**config.mk**
```make
export PLATFORM = sky130hd
export DESIGN_NAME = adc_sample_sched
export DESIGN_NICKNAME = d
export VERILOG_FILES = /design/src/rtl/adc_sample_sched.sv
export SDC_FILE = /design/constraint.sdc
export NUM_CORES = 1
export LEC_CHECK = 0
export ABC_AREA = 0
export CORE_MARGIN = 2
export CORE_UTILIZATION = 51
export CTS_BUF_LIST = sky130_fd_sc_hd__clkbuf_16
export DETAILED_ROUTE_END_ITERATION = 16
export PLACE_DENSITY = 0.86
export SLEW_MARGIN = 10
export SYNTH_ARGS = -nofsm -noshare
export SYNTH_HDL_FRONTEND = slang
export SYNTH_SLANG_ARGS = --single-unit
```
**constraint.sdc**
```tcl
create_clock -name clk_in -period 3.1 [get_ports clk_in]
set_clock_uncertainty 0.1 [all_clocks]
set_input_delay 0.62 -clock clk_in [delete_from_list [all_inputs] [get_ports clk_in]]
set_output_delay 0.62 -clock clk_in [all_outputs]
set_load 0.005 [all_outputs]
```
**src/rtl/adc_sample_sched.sv**
```systemverilog
// Periodic ADC conversion-request scheduler with req/ack handshake, burst/continuous counting and overrun flag.
// Optional ADC_SCHED_BLINK_EN: tick_led toggles on every accepted conv_ack; otherwise tied low.
module adc_sample_sched #(
  parameter int unsigned DIV_W   = 32,
  parameter int unsigned CNT_W   = 16,
  parameter int unsigned MIN_DIV = 2
) (
  input  logic             clk_in,
  input  logic             Res,
  input  logic             start,
  input  logic             stop,
  input  logic [DIV_W-1:0] div_val,
  input  logic [CNT_W-1:0] burst_len,
  output logic             conv_req,
  input  logic             conv_ack,
  output logic             busy,
  output logic             done,
  output logic [CNT_W-1:0] sample_idx,
  output logic             overrun,
  output logic             tick_led
);

  typedef enum logic [1:0] {
    ST_IDLE,
    ST_RUN,
    ST_WAIT_ACK,
    ST_DONE
  } state_t;

  localparam logic [DIV_W-1:0] MIN_P = DIV_W'(MIN_DIV);

  state_t           state, state_n;
  logic [DIV_W-1:0] period, period_n;
  logic [DIV_W-1:0] cnt, cnt_n;
  logic [CNT_W-1:0] burst, burst_n;
  logic [CNT_W-1:0] idx_n, idx_inc;
  logic             req_n, ovr_n, done_n;
  logic             expiry, burst_end;

  always_comb begin
    expiry    = (cnt == period - DIV_W'(1));
    idx_inc   = sample_idx + CNT_W'(1);
    burst_end = (burst != '0) && (idx_inc == burst);

    state_n  = state;
    period_n = period;
    burst_n  = burst;
    cnt_n    = cnt;
    req_n    = conv_req;
    idx_n    = sample_idx;
    ovr_n    = overrun;
    done_n   = 1'b0;

    unique case (state)
      ST_IDLE: begin
        if (start && !stop) begin
          period_n = (div_val < MIN_P) ? MIN_P : div_val;
          burst_n  = burst_len;
          idx_n    = '0;
          ovr_n    = 1'b0;
          cnt_n    = '0;
          state_n  = ST_RUN;
        end
      end
      ST_RUN, ST_WAIT_ACK: begin
        cnt_n = expiry ? '0 : cnt + DIV_W'(1);
        if (stop) begin
          req_n   = 1'b0;
          cnt_n   = '0;
          state_n = ST_IDLE;
        end else if (state == ST_RUN) begin
          if (expiry) begin
            req_n   = 1'b1;
            state_n = ST_WAIT_ACK;
          end
        end else if (conv_ack) begin
          idx_n = idx_inc;
          if (burst_end) begin
            req_n   = 1'b0;
            done_n  = 1'b1;
            state_n = ST_DONE;
          end else if (expiry) begin
            // ack coincides with a new period: that period's request is issued at once
            req_n = 1'b1;
          end else begin
            req_n   = 1'b0;
            state_n = ST_RUN;
          end
        end else if (expiry) begin
          ovr_n = 1'b1;
        end
      end
      ST_DONE: state_n = ST_IDLE;
      default: state_n = ST_IDLE;
    endcase
  end

  always_ff @(posedge clk_in) begin
    if (Res) begin
      state      <= ST_IDLE;
      period     <= '0;
      burst      <= '0;
      cnt        <= '0;
      conv_req   <= 1'b0;
      sample_idx <= '0;
      overrun    <= 1'b0;
      done       <= 1'b0;
      busy       <= 1'b0;
    end else begin
      state      <= state_n;
      period     <= period_n;
      burst      <= burst_n;
      cnt        <= cnt_n;
      conv_req   <= req_n;
      sample_idx <= idx_n;
      overrun    <= ovr_n;
      done       <= done_n;
      busy       <= (state_n != ST_IDLE);
    end
  end

`ifdef ADC_SCHED_BLINK_EN
  logic led;
  logic ack_take, start_take;

  always_comb begin
    ack_take   = (state == ST_WAIT_ACK) && conv_ack && !stop;
    start_take = (state == ST_IDLE) && start && !stop;
  end

  always_ff @(posedge clk_in) begin
    if (Res || start_take) begin
      led <= 1'b0;
    end else if (ack_take) begin
      led <= ~led;
    end
  end

  assign tick_led = led;
`else
  assign tick_led = 1'b0;
`endif

endmodule
```
==> key figures <==
Floorplan
  • Starting Density: 52.0%
  • Die Area: 13100 µm²
  • Boundary pin count: 74
  • Chip Height: 114 µm
  • Core Footprint: 12000 µm²
  • Row count: 40
  • Die width: 114 µm

Logic synthesis
  • Mux cell area share after synthesis: 0.805%
  • Simple-gate area share of the yosys netlist: 30.9%
  • Cells after Synth: 846
  • Largest family of logic cells by synthesized area: simple AND/OR/NAND/NOR gates
  • Area of the mapped netlist: 6220 µm²
  • Adder-Cell Fraction of Synth Area: 1.01%
  • Synth Net Count: 904
  • Synth Area in Compound Gates: 19.3%
  • Unique masters post-synth: 64
  • Sequential cell area fraction in the yosys report: 32.8%
  • Number of enable flip-flop cells after synthesis: 0
  • Synth async-reset ratio: 0%
  • XOR/XNOR Fraction of Synth Area: 9.44%
  • YS warnings: 0
  • FF+latch count, synth: 102
  • Mapped Avg Cell Area: 7.35 µm²
  • Ys flop type: dfxtp_1

Critical path
  • CP arrival: 3.35 ns
  • Slowest-stage cell, CP: dfxtp_4
  • Crit path kind: flop to flop
  • Crit start category: flop
  • CP Data Required Time: 3.25 ns
  • CP max FO: 6
  • Critical path, cell by cell: inv_4, ha_4, nor3b_4, nand4_1, buf_6, nor3_4, xnor2_1, nand4_1, nor4_4, o2111ai_4, buf_6, clkbuf_16, a31oi_1, o21ai_1
  • Setup crit end kind: flop
  • Worst path max stage delay: 0.37 ns

Finish
  • Commonest cells after routing, fill and taps aside: nand2_1, dfxtp_1, a21oi_1
  • Post-synthesis to final-layout area growth: 30.6%
  • Non-filler cells, final: 1097
  • Post-layout instance area: 8120 µm²
  • Filler instances: 907
  • Layout Nets: 1003
  • Ant diodes: 0
  • Share of layout cells above drive strength 1: 16.4%
  • Commonest non-fill, non-tap cell in the layout: nand2_1
  • Final core utilization: 67.9%

Routing
  • DRC: 0
  • Vias per cell: 6.15
  • Final antenna-violating net count: 0
  • WL per Instance: 16.8 µm
  • Final WL: 18.4 mm
  • Starting DRT DRC Count: 492
  • Via total after detailed routing: 6752
  • Drt pass-1 iters: 5

Place
  • Gp weighted congestion: 0.939
  • Placed cells: 1071
  • HPWL after DPL: 12.9 mm
  • Placement Setup Slack: -0.121 ns
  • Area after DPL: 7430 µm²
  • IO Port Bufs: 72

CTS
  • TritonCTS Sinks: 102
  • Later-pin clock latency in the skew report: 0.36 ns
  • Hold_buf cts: 0
  • Root Buffer: clkbuf_16
  • CTS max path bufs: 2
  • H-tree depth: 3
  • Clock transition at path regs: 0.07 ns
  • CTS tree: built
  • CTS Buf Count: 9

Worst hold path
  • Worst Hold Class: flop to flop

Outcome
  • Failing checks: negative setup slack
  • Status: complete, but fails checks

STA
  • Final slew viol count: 0
  • Slack of the critical path: -0.102 ns
  • Max frequency: 312 MHz
  • Fin crit period: 3.20 ns
  • Final hold violation count: 0
  • RSZ-0062 raised after global routing: true
  • Final period utilization: 103%
  • Final setup violation count: 13

Global routing
  • Global Route Usage Sum: 27.1%
  • Largest net degree at the start of global routing: 49
  • Antenna violations before repair: 0
  • Aggregate global routing overflow: 0
  • Vias in the first global route: 5976
  • First-pass GRT wire length: 28.5 mm

Power and ir drop
  • Power Density: 403 nW/µm²
  • Leakage: 2.89 nW
  • Maximum vdd drop: 0.463 mV

Flow run
  • Max capacitance violation total: 0
==> cell families (layout without fill, tap and decap cells) <==
group	Yosys count	count (layout)
xor+xnor	67	67
mux	5	5
simple gates	386	386
buf+inv	86	190
compound gates	194	194
fa+ha+maj	5	5
flops	102	102
other cells	1	1
==> cell usage after synthesis, types with 5 or more instances <==
library cell / number / share of area (%)
xor2_1: 30 / 4.2
or3_1: 12 / 1.2
and3_1: 10 / 1.0
inv_1: 23 / 1.4
nand4_1: 32 / 3.2
a311oi_1: 5 / 0.70
o311ai_1: 9 / 1.3
o21ai_0: 34 / 2.7
a31oi_1: 18 / 1.8
nand3_1: 32 / 2.6
ha_1: 5 / 1.0
a21oi_1: 74 / 6.0
dfxtp_1: 102 / 33
or4_1: 9 / 1.1
nor4_1: 30 / 3.0
nor3_1: 20 / 1.6
clkbuf_1: 55 / 3.3
mux2i_1: 5 / 0.80
o22ai_1: 9 / 0.91
nand2_1: 150 / 9.1
nor2_1: 57 / 3.4
xnor2_1: 37 / 5.2
nand2b_1: 5 / 0.50
==> path summary, 6_finish.rpt <==
check                          to  cells after the start                   start  slack (ns)
max          cnt[16]$_SDFFE_PP0P_                     14  period[1]$_SDFFE_PP0P_       -0.10
min          overrun$_SDFFE_PP0P_                      1    overrun$_SDFFE_PP0P_        0.38
max reg2reg  cnt[16]$_SDFFE_PP0P_                     14  period[1]$_SDFFE_PP0P_       -0.10
min reg2reg  overrun$_SDFFE_PP0P_                      1    overrun$_SDFFE_PP0P_        0.38
==> report_power, final <==
group	internal [mW]	total (mW)	switching [mW]
Clock	0.638	1.18	0.538
Combinational	0.339	0.716	0.376
Sequential	1.34	1.38	0.0408
==> layout make-up <==
cell class / instances / area (µm²) / share of cell area, %
clock inverters: 7 / 78.8 / 0.971
flip-flops and latches: 102 / 2060 / 25.3
inverters: 23 / 88.8 / 1.09
well taps: 147 / 184 / 2.26
multi-input cells: 658 / 4100 / 50.5
repair buffers: 151 / 1390 / 17.1
clock buffers: 9 / 225 / 2.77
==> metal layers <==
layer  wire length [µm]  global-route usage, %  vias up
li1                   -                      -     3255
met1               7350                   33.4     3121
met2               9050                   47.1      304
met3               1180                   3.71       72
met4                826                   12.2        0
met5                  0                      0        -
==> metrics by stage <==
step           TNS, ns  hold WS [ns]  power (mW)
4_1_cts        -0.0605         0.379        3.18
2_1_floorplan        0         0.350        1.77
3_5_place_dp    -0.836         0.362        2.02
5_1_grt          -4.21         0.411        3.41
6_report        -0.538         0.377        3.28
3_3_place_gp    -0.139         0.350        2.01
==> state kept, by name, indices dropped and copies added (netlist names) <==
register,flops
burst,16
busy,1
cnt,32
conv_req,1
done,1
overrun,1
period,32
sample_idx,16
state,2
==> timing repair <==
item,4_1_cts,5_1_grt
setup endpoints to repair,24,37
pin swaps,2,16
buffers inserted,0,7
gates cloned,0,3
hold endpoints to repair,0,0
gates resized for setup,4,57
==> critical path: cells and delay by family (launching register included) <==
kind            cells  cell delay, ns
fa+ha+maj           1            0.14
simple gates        5            1.20
compound gates      3            0.51
flops               1            0.37
buf+inv             4            0.62
xor+xnor            1            0.15
Power figures use the tool's default switching activity.
